[config.mk]
export PLATFORM = sky130hd
export DESIGN_NAME = manchester_rx
export DESIGN_NICKNAME = d
export VERILOG_FILES = /design/src/rtl/manchester_pkg.sv /design/src/rtl/manchester_pair_decoder.sv /design/src/rtl/manchester_rx.sv
export SDC_FILE = /design/constraint.sdc
export NUM_CORES = 1
export LEC_CHECK = 0
export CORE_ASPECT_RATIO = 0.6
export CORE_MARGIN = 5
export CORE_UTILIZATION = 57
export DETAILED_ROUTE_END_ITERATION = 7
export GPL_TIMING_DRIVEN = 0
export PLACE_DENSITY = 0.79
export SYNTH_ARGS = -nofsm -noshare
export SYNTH_HDL_FRONTEND = slang
export SYNTH_HIERARCHICAL = 1
export SYNTH_SLANG_ARGS = --single-unit
export TNS_END_PERCENT = 1
[constraint.sdc]
create_clock -name pclk -period 8.5 [get_ports pclk]
set_input_delay 1.7 -clock pclk [delete_from_list [all_inputs] [get_ports pclk]]
set_output_delay 1.7 -clock pclk [all_outputs]
set_load 0.01 [all_outputs]
[src/rtl/manchester_pkg.sv]
// rtl/manchester_pkg.sv - shared Manchester line constants and receiver state encoding
package manchester_pkg;
    localparam logic [15:0] SYNC_WORD_DEF = 16'hAAD5;
    localparam logic [1:0]  MAN_ONE_DEF   = 2'b10;
    localparam logic [7:0]  PREAMBLE_BYTE = 8'hAA;
    localparam logic [7:0]  SFD_BYTE      = 8'hD5;

    typedef enum logic {
        HUNT = 1'b0,
        RECV = 1'b1
    } rx_state_e;
endpackage

[src/rtl/manchester_pair_decoder.sv]
// rtl/manchester_pair_decoder.sv - decodes four half-bit pairs of an 8-sample window, oldest pair first
module manchester_pair_decoder
    import manchester_pkg::*;
#(
    parameter logic [1:0] MAN_ONE = MAN_ONE_DEF
) (
    input  logic [7:0] win,
    output logic [3:0] bits,
    output logic [3:0] viol
);
    always_comb begin
        bits = '0;
        viol = '0;
        // bits[3]/viol[3] come from win[7:6], the oldest pair
        for (int i = 0; i < 4; i++) begin
            bits[3-i] = (win[7-2*i -: 2] == MAN_ONE);
            viol[3-i] = (win[7-2*i -: 2] == 2'b00) || (win[7-2*i -: 2] == 2'b11);
        end
    end
endmodule

[src/rtl/manchester_rx.sv]
// rtl/manchester_rx.sv - Manchester receiver: phase hunt, sync-word lock and byte framing
module manchester_rx
    import manchester_pkg::*;
#(
    parameter int          FRAME_LEN = 6,
    parameter logic [15:0] SYNC_WORD = SYNC_WORD_DEF,
    parameter logic [1:0]  MAN_ONE   = MAN_ONE_DEF
) (
    input  logic       pclk,
    input  logic       reset,
    input  logic [7:0] din,
    output logic [7:0] m_data,
    output logic       m_valid,
    output logic       m_last,
    output logic       locked,
    output logic       frame_err
);
    rx_state_e   state_q, state_d;
    logic        phase_q, phase_d;
    logic        prev_din0_q;
    logic [14:0] hist_q, hist_d;
    logic [6:0]  asm_q, asm_d;
    logic [2:0]  bit_cnt_q, bit_cnt_d;
    logic [7:0]  byte_cnt_q, byte_cnt_d;
    logic [7:0]  m_data_q, m_data_d;
    logic        m_valid_q, m_valid_d;
    logic        m_last_q, m_last_d;
    logic        frame_err_q, frame_err_d;

    logic [7:0]  win;
    logic [3:0]  bits;
    logic [3:0]  viol;
    logic        any_viol;
    logic [18:0] hist_cat;
    logic [10:0] asm_cat;
    logic        found;

    // Phase 1 shifts the pairing by one sample, borrowing the last sample of the previous word
    assign win      = phase_q ? {prev_din0_q, din[7:1]} : din;
    assign any_viol = |viol;
    // 19-bit history: 15 retained bits followed by this cycle's 4 new bits
    assign hist_cat = {hist_q, bits};
    // Assembler holds bit_cnt_q valid bits in its low end; new bits append below them
    assign asm_cat  = {asm_q, bits};

    manchester_pair_decoder #(.MAN_ONE(MAN_ONE)) u_pair_dec (
        .win  (win),
        .bits (bits),
        .viol (viol)
    );

    always_comb begin
        state_d     = state_q;
        phase_d     = phase_q;
        hist_d      = hist_q;
        asm_d       = asm_q;
        bit_cnt_d   = bit_cnt_q;
        byte_cnt_d  = byte_cnt_q;
        m_data_d    = m_data_q;
        m_valid_d   = 1'b0;
        m_last_d    = 1'b0;
        frame_err_d = 1'b0;
        found       = 1'b0;
        case (state_q)
            HUNT: begin
                if (any_viol) begin
                    phase_d = ~phase_q;
                    hist_d  = '0;
                end else begin
                    hist_d = hist_cat[14:0];
                    for (int k = 0; k < 4; k++) begin
                        if (!found && hist_cat[18-k -: 16] == SYNC_WORD) begin
                            found      = 1'b1;
                            state_d    = RECV;
                            hist_d     = '0;
                            asm_d      = {3'b000, bits};
                            bit_cnt_d  = 3'(3 - k);
                            byte_cnt_d = '0;
                        end
                    end
                end
            end
            RECV: begin
                if (any_viol) begin
                    state_d     = HUNT;
                    phase_d     = ~phase_q;
                    frame_err_d = 1'b1;
                    hist_d      = '0;
                    asm_d       = '0;
                    bit_cnt_d   = '0;
                    byte_cnt_d  = '0;
                end else if (bit_cnt_q[2]) begin
                    // 8 or more bits now available; the oldest 8 form the byte, the rest carry
                    m_valid_d = 1'b1;
                    m_data_d  = asm_cat[bit_cnt_q[1:0] +: 8];
                    asm_d     = asm_cat[6:0];
                    bit_cnt_d = {1'b0, bit_cnt_q[1:0]};
                    if (byte_cnt_q == 8'(FRAME_LEN - 1)) begin
                        m_last_d   = 1'b1;
                        state_d    = HUNT;
                        hist_d     = '0;
                        asm_d      = '0;
                        bit_cnt_d  = '0;
                        byte_cnt_d = '0;
                    end else begin
                        byte_cnt_d = byte_cnt_q + 8'd1;
                    end
                end else begin
                    asm_d     = asm_cat[6:0];
                    bit_cnt_d = {1'b1, bit_cnt_q[1:0]};
                end
            end
            default: state_d = HUNT;
        endcase
    end

    always_ff @(posedge pclk) begin
        if (reset) begin
            state_q     <= HUNT;
            phase_q     <= 1'b0;
            prev_din0_q <= 1'b0;
            hist_q      <= '0;
            asm_q       <= '0;
            bit_cnt_q   <= '0;
            byte_cnt_q  <= '0;
            m_data_q    <= '0;
            m_valid_q   <= 1'b0;
            m_last_q    <= 1'b0;
            frame_err_q <= 1'b0;
        end else begin
            state_q     <= state_d;
            phase_q     <= phase_d;
            prev_din0_q <= din[0];
            hist_q      <= hist_d;
            asm_q       <= asm_d;
            bit_cnt_q   <= bit_cnt_d;
            byte_cnt_q  <= byte_cnt_d;
            m_data_q    <= m_data_d;
            m_valid_q   <= m_valid_d;
            m_last_q    <= m_last_d;
            frame_err_q <= frame_err_d;
        end
    end

    assign m_data    = m_data_q;
    assign m_valid   = m_valid_q;
    assign m_last    = m_last_q;
    assign locked    = (state_q == RECV);
    assign frame_err = frame_err_q;
endmodule
==> metrics.log <==
[metrics] maximum number of pins on one net before global-route repair: 14
[metrics] Max Clock Freq: 216 MHz
[metrics] number of slew-limit violations in the final report: 0
[metrics] worst-skew pair later-pin latency: 0.29 ns
[metrics] routed length per placed instance: 16.9 um
[metrics] fraction of layout cells with a size suffix above 1: 14.4%
[metrics] met1 usage in global routing: 29.4%
[metrics] data required time of the worst path: 8.73 ns
[metrics] number of placed instances with taps included: 307
[metrics] register area share after synthesis: 40.5%
[metrics] Die ar.: 5500 um^2
[metrics] dominant combinational cell family by area after synthesis: simple AND/OR/NAND/NOR gates
[metrics] start-to-end type of the worst setup path: in -> reg
[metrics] outcome: complete, no violations
[metrics] global-route wire length before repair: 8980 um
[metrics] number of placement rows: 18
[metrics] final worst-path cycle share: 54.4%
[metrics] number of CTS-inserted buffers: 5
[metrics] Fillers: 339
[metrics] clk root buf: sky130_fd_sc_hd__clkbuf_8
[metrics] count of buffers from port buffering: 21
[metrics] global routing usage summed across all routing layers: 20.8%
[metrics] quantity of gates resized following cts: 0
[metrics] count of routing violations after the opening detailed-route iteration: 154
[metrics] net count of the mapped netlist: 252
[metrics] PwrDens: 162 nW/um^2
[metrics] height of the die: 59.5 um
[metrics] met3 global-route usage: 5.46%
[metrics] slew at the pin closest to its max-slew limit: 0.858 ns
[metrics] diodes inserted: 0
[metrics] maximum level of the CTS H-tree: 2
[metrics] hold crit path type: reg -> reg
[metrics] number of buffers inserted to repair setup after CTS: 0
[metrics] critical path arrival: 4.85 ns
[metrics] final cell count without fillers: 314
[metrics] antenna violations before repair: 0
[metrics] Num Clock Sinks: 47
[metrics] Worst VDD drop: 104 uV
[metrics] area of the mapped netlist: 2330 um^2
[metrics] library cells used by synthesis: 42
[metrics] aggregate routed wire length: 5300 um
[metrics] number of endpoints with negative hold slack in the final report: 0
[metrics] Worst Clk Skew: 0.00989 ns
[metrics] final setup fails: 0
[metrics] total gr overflow: 0
[metrics] Synth Area in Simple Gates: 20.1%
[metrics] Post-Synthesis Mean Instance Area: 9.86 um^2
[metrics] met2 track demand over resource: 32.5%
[metrics] I/O pin cnt: 22
[metrics] Synth Area in Compound Gates: 14.8%
[metrics] number of max-capacitance violations reported: 0
[metrics] Max Fanout on Critical Path: 10
[metrics] clock slew at the register clock pins of the worst setup and hold paths: 0.09 ns
[metrics] Core Util, Final: 67.0%
[metrics] detailed-placement wirelength estimate: 3840 um
[metrics] xor and xnor fraction of the mapped netlist area: 0.753%
[metrics] multiplexer area fraction after synthesis: 16.8%
[metrics] remaining design rule violation count: 0
[metrics] final total negative setup slack: 0 ns
[metrics] antenna violation net count after detailed routing: 0
[metrics] GPL Wtd Cong: 0.868
[metrics] unrepaired setup endpoints after global routing: false
[metrics] # hold bufs at CTS: 0
[metrics] area of the core region: 4030 um^2
[metrics] final worst hold slack: 0.501 ns
[metrics] initial cell density of the core: 57.7%
[metrics] Yosys Warn Count: 6
[metrics] commonest non-fill, non-tap cells in the layout: sky130_fd_sc_hd__dfxtp_1, sky130_fd_sc_hd__nor2_1, sky130_fd_sc_hd__clkdlybuf4s50_1
[metrics] commonest non-fill, non-tap cell in the layout: sky130_fd_sc_hd__dfxtp_1
[metrics] leakage power of the design: 0.000971 uW
[metrics] startpoint kind of the worst setup timing path: input pin
[metrics] Area Overhead vs Synth: 16.1%
[metrics] vias in the first global route: 1851
[metrics] crit end category: flop
[metrics] post-layout min period: 4.62 ns
[metrics] Synth Instances: 236
[metrics] worst rel slew slack: 42.3%
[metrics] net count reported at finish: 280
[metrics] FF+latch count, synth: 47
[metrics] number of vias after detailed routing: 1913
[metrics] most heavily used metal layer in global routing: met2
[metrics] Initial DRT Pass Iterations: 4
[metrics] area share of fa/ha/maj cells after synthesis: 3.23%
[metrics] Clock Tree Buf Depth: 2
[metrics] Final Power: 437 uW
[metrics] width of the chip: 92.5 um
[metrics] routed vias/inst: 6.09
[metrics] TritonCTS clock tree: done
## power by group
group,leakage (uW),switching [uW],internal [uW]
clock,0.0000513,70.3,86.3
combinational,0.000541,31.9,26.2
sequential,0.000379,0.988,222
total,0.000971,103,334
## final cells by class
type                            instances  area [um^2]  share of cell area (%)
Buffer                                 14         56.3                    2.08
Clock buffer                            6         72.6                    2.69
Clock inverter                          1         30.0                    1.11
Inverter                                9         33.8                    1.25
Multi-Input combinational cell        166         1290                    47.9
Sequential cell                        47          941                    34.8
Tap cell                               50         62.6                    2.32
Timing Repair Buffer                   21          210                    7.78
## final timing paths
| path | slack [ns] | startpoint | to | cells after the start |
|---|---|---|---|---|
| max | 3.88 | din[6] | hist_q[4] | 10 |
| min reg2reg | 0.50 | m_data[7] | m_data[7] | 2 |
| min | 0.50 | m_data[7] | m_data[7] | 2 |
| max reg2reg | 4.91 | phase_q | hist_q[4] | 10 |
## layer usage
layer | part of all wire, % | wire, um
met1 | 47 | 2490
met2 | 44 | 2310
met3 | 8.7 | 462
met4 | 0.64 | 34
met5 | 0 | 0
## sequential cells by signal, indices dropped and copies added (netlist names)
| signal | count |
|---|---|
| hist_q | 15 |
| byte_cnt_q | 8 |
| m_data | 8 |
| asm_q | 7 |
| bit_cnt_q | 3 |
| frame_err | 1 |
| locked | 1 |
| m_last | 1 |
| m_valid | 1 |
| phase_q | 1 |
| prev_din0_q | 1 |
## critical path: stages
cell	delay, ns
sky130_fd_sc_hd__clkdlybuf4s50_1	0.46
sky130_fd_sc_hd__mux2_2	0.29
sky130_fd_sc_hd__inv_1	0.07
sky130_fd_sc_hd__ha_1	0.25
sky130_fd_sc_hd__nor4_1	0.72
sky130_fd_sc_hd__nand2_1	0.22
sky130_fd_sc_hd__a21oi_1	0.47
sky130_fd_sc_hd__clkbuf_1	0.42
sky130_fd_sc_hd__a22oi_1	0.15
sky130_fd_sc_hd__nor2_1	0.11
## cells in the mapped netlist (all sizes together)
library cell	number	area share, %
o21bai	1	0.48
a22oi	17	5.5
dfxtp	47	40
or4	2	0.81
and2	1	0.27
o21ai	8	1.7
nand3	7	1.5
nor4bb	4	1.7
nand4	1	0.27
a2bb2oi	3	1.1
xor2	1	0.38
clkbuf	10	1.6
nor3b	1	0.32
nor4b	1	0.38
nor4	1	0.27
mux4	8	7.7
and3	1	0.27
nor2	40	6.5
buf	4	0.81
mux2	8	3.9
o2111ai	2	1.0
inv	9	1.5
o22ai	1	0.54
a21oi	13	3.4
nor2b	2	0.54
o31ai	1	0.32
ha	6	3.2
mux2i	12	5.2
a211oi	1	0.32
or4b	1	0.43
o32ai	1	0.38
and4bb	6	3.2
and4b	2	0.86
nand2	6	0.97
xnor2	1	0.38
or3	5	1.3
nor3	1	0.43
## per-stage QoR
stage	area [um^2]	setup WS, ns
4_1_cts	2700	3.92
5_1_grt	2700	3.70
3_3_place_gp	2600	3.73
2_1_floorplan	2330	4.56
6_report	2700	3.88
3_5_place_dp	2600	3.65
## cells by family (layout without fill, tap and decap cells)
group | count (synthesis) | after routing
and+or+nand+nor | 82 | 82
muxes | 28 | 28
xor gates and xnor gates | 2 | 2
buffers and inverters | 23 | 51
AOI/OAI and AO/OA | 48 | 48
adders and majority gates | 6 | 6
DFF | 47 | 47
Note: power is estimated with default switching activity, not from simulation.
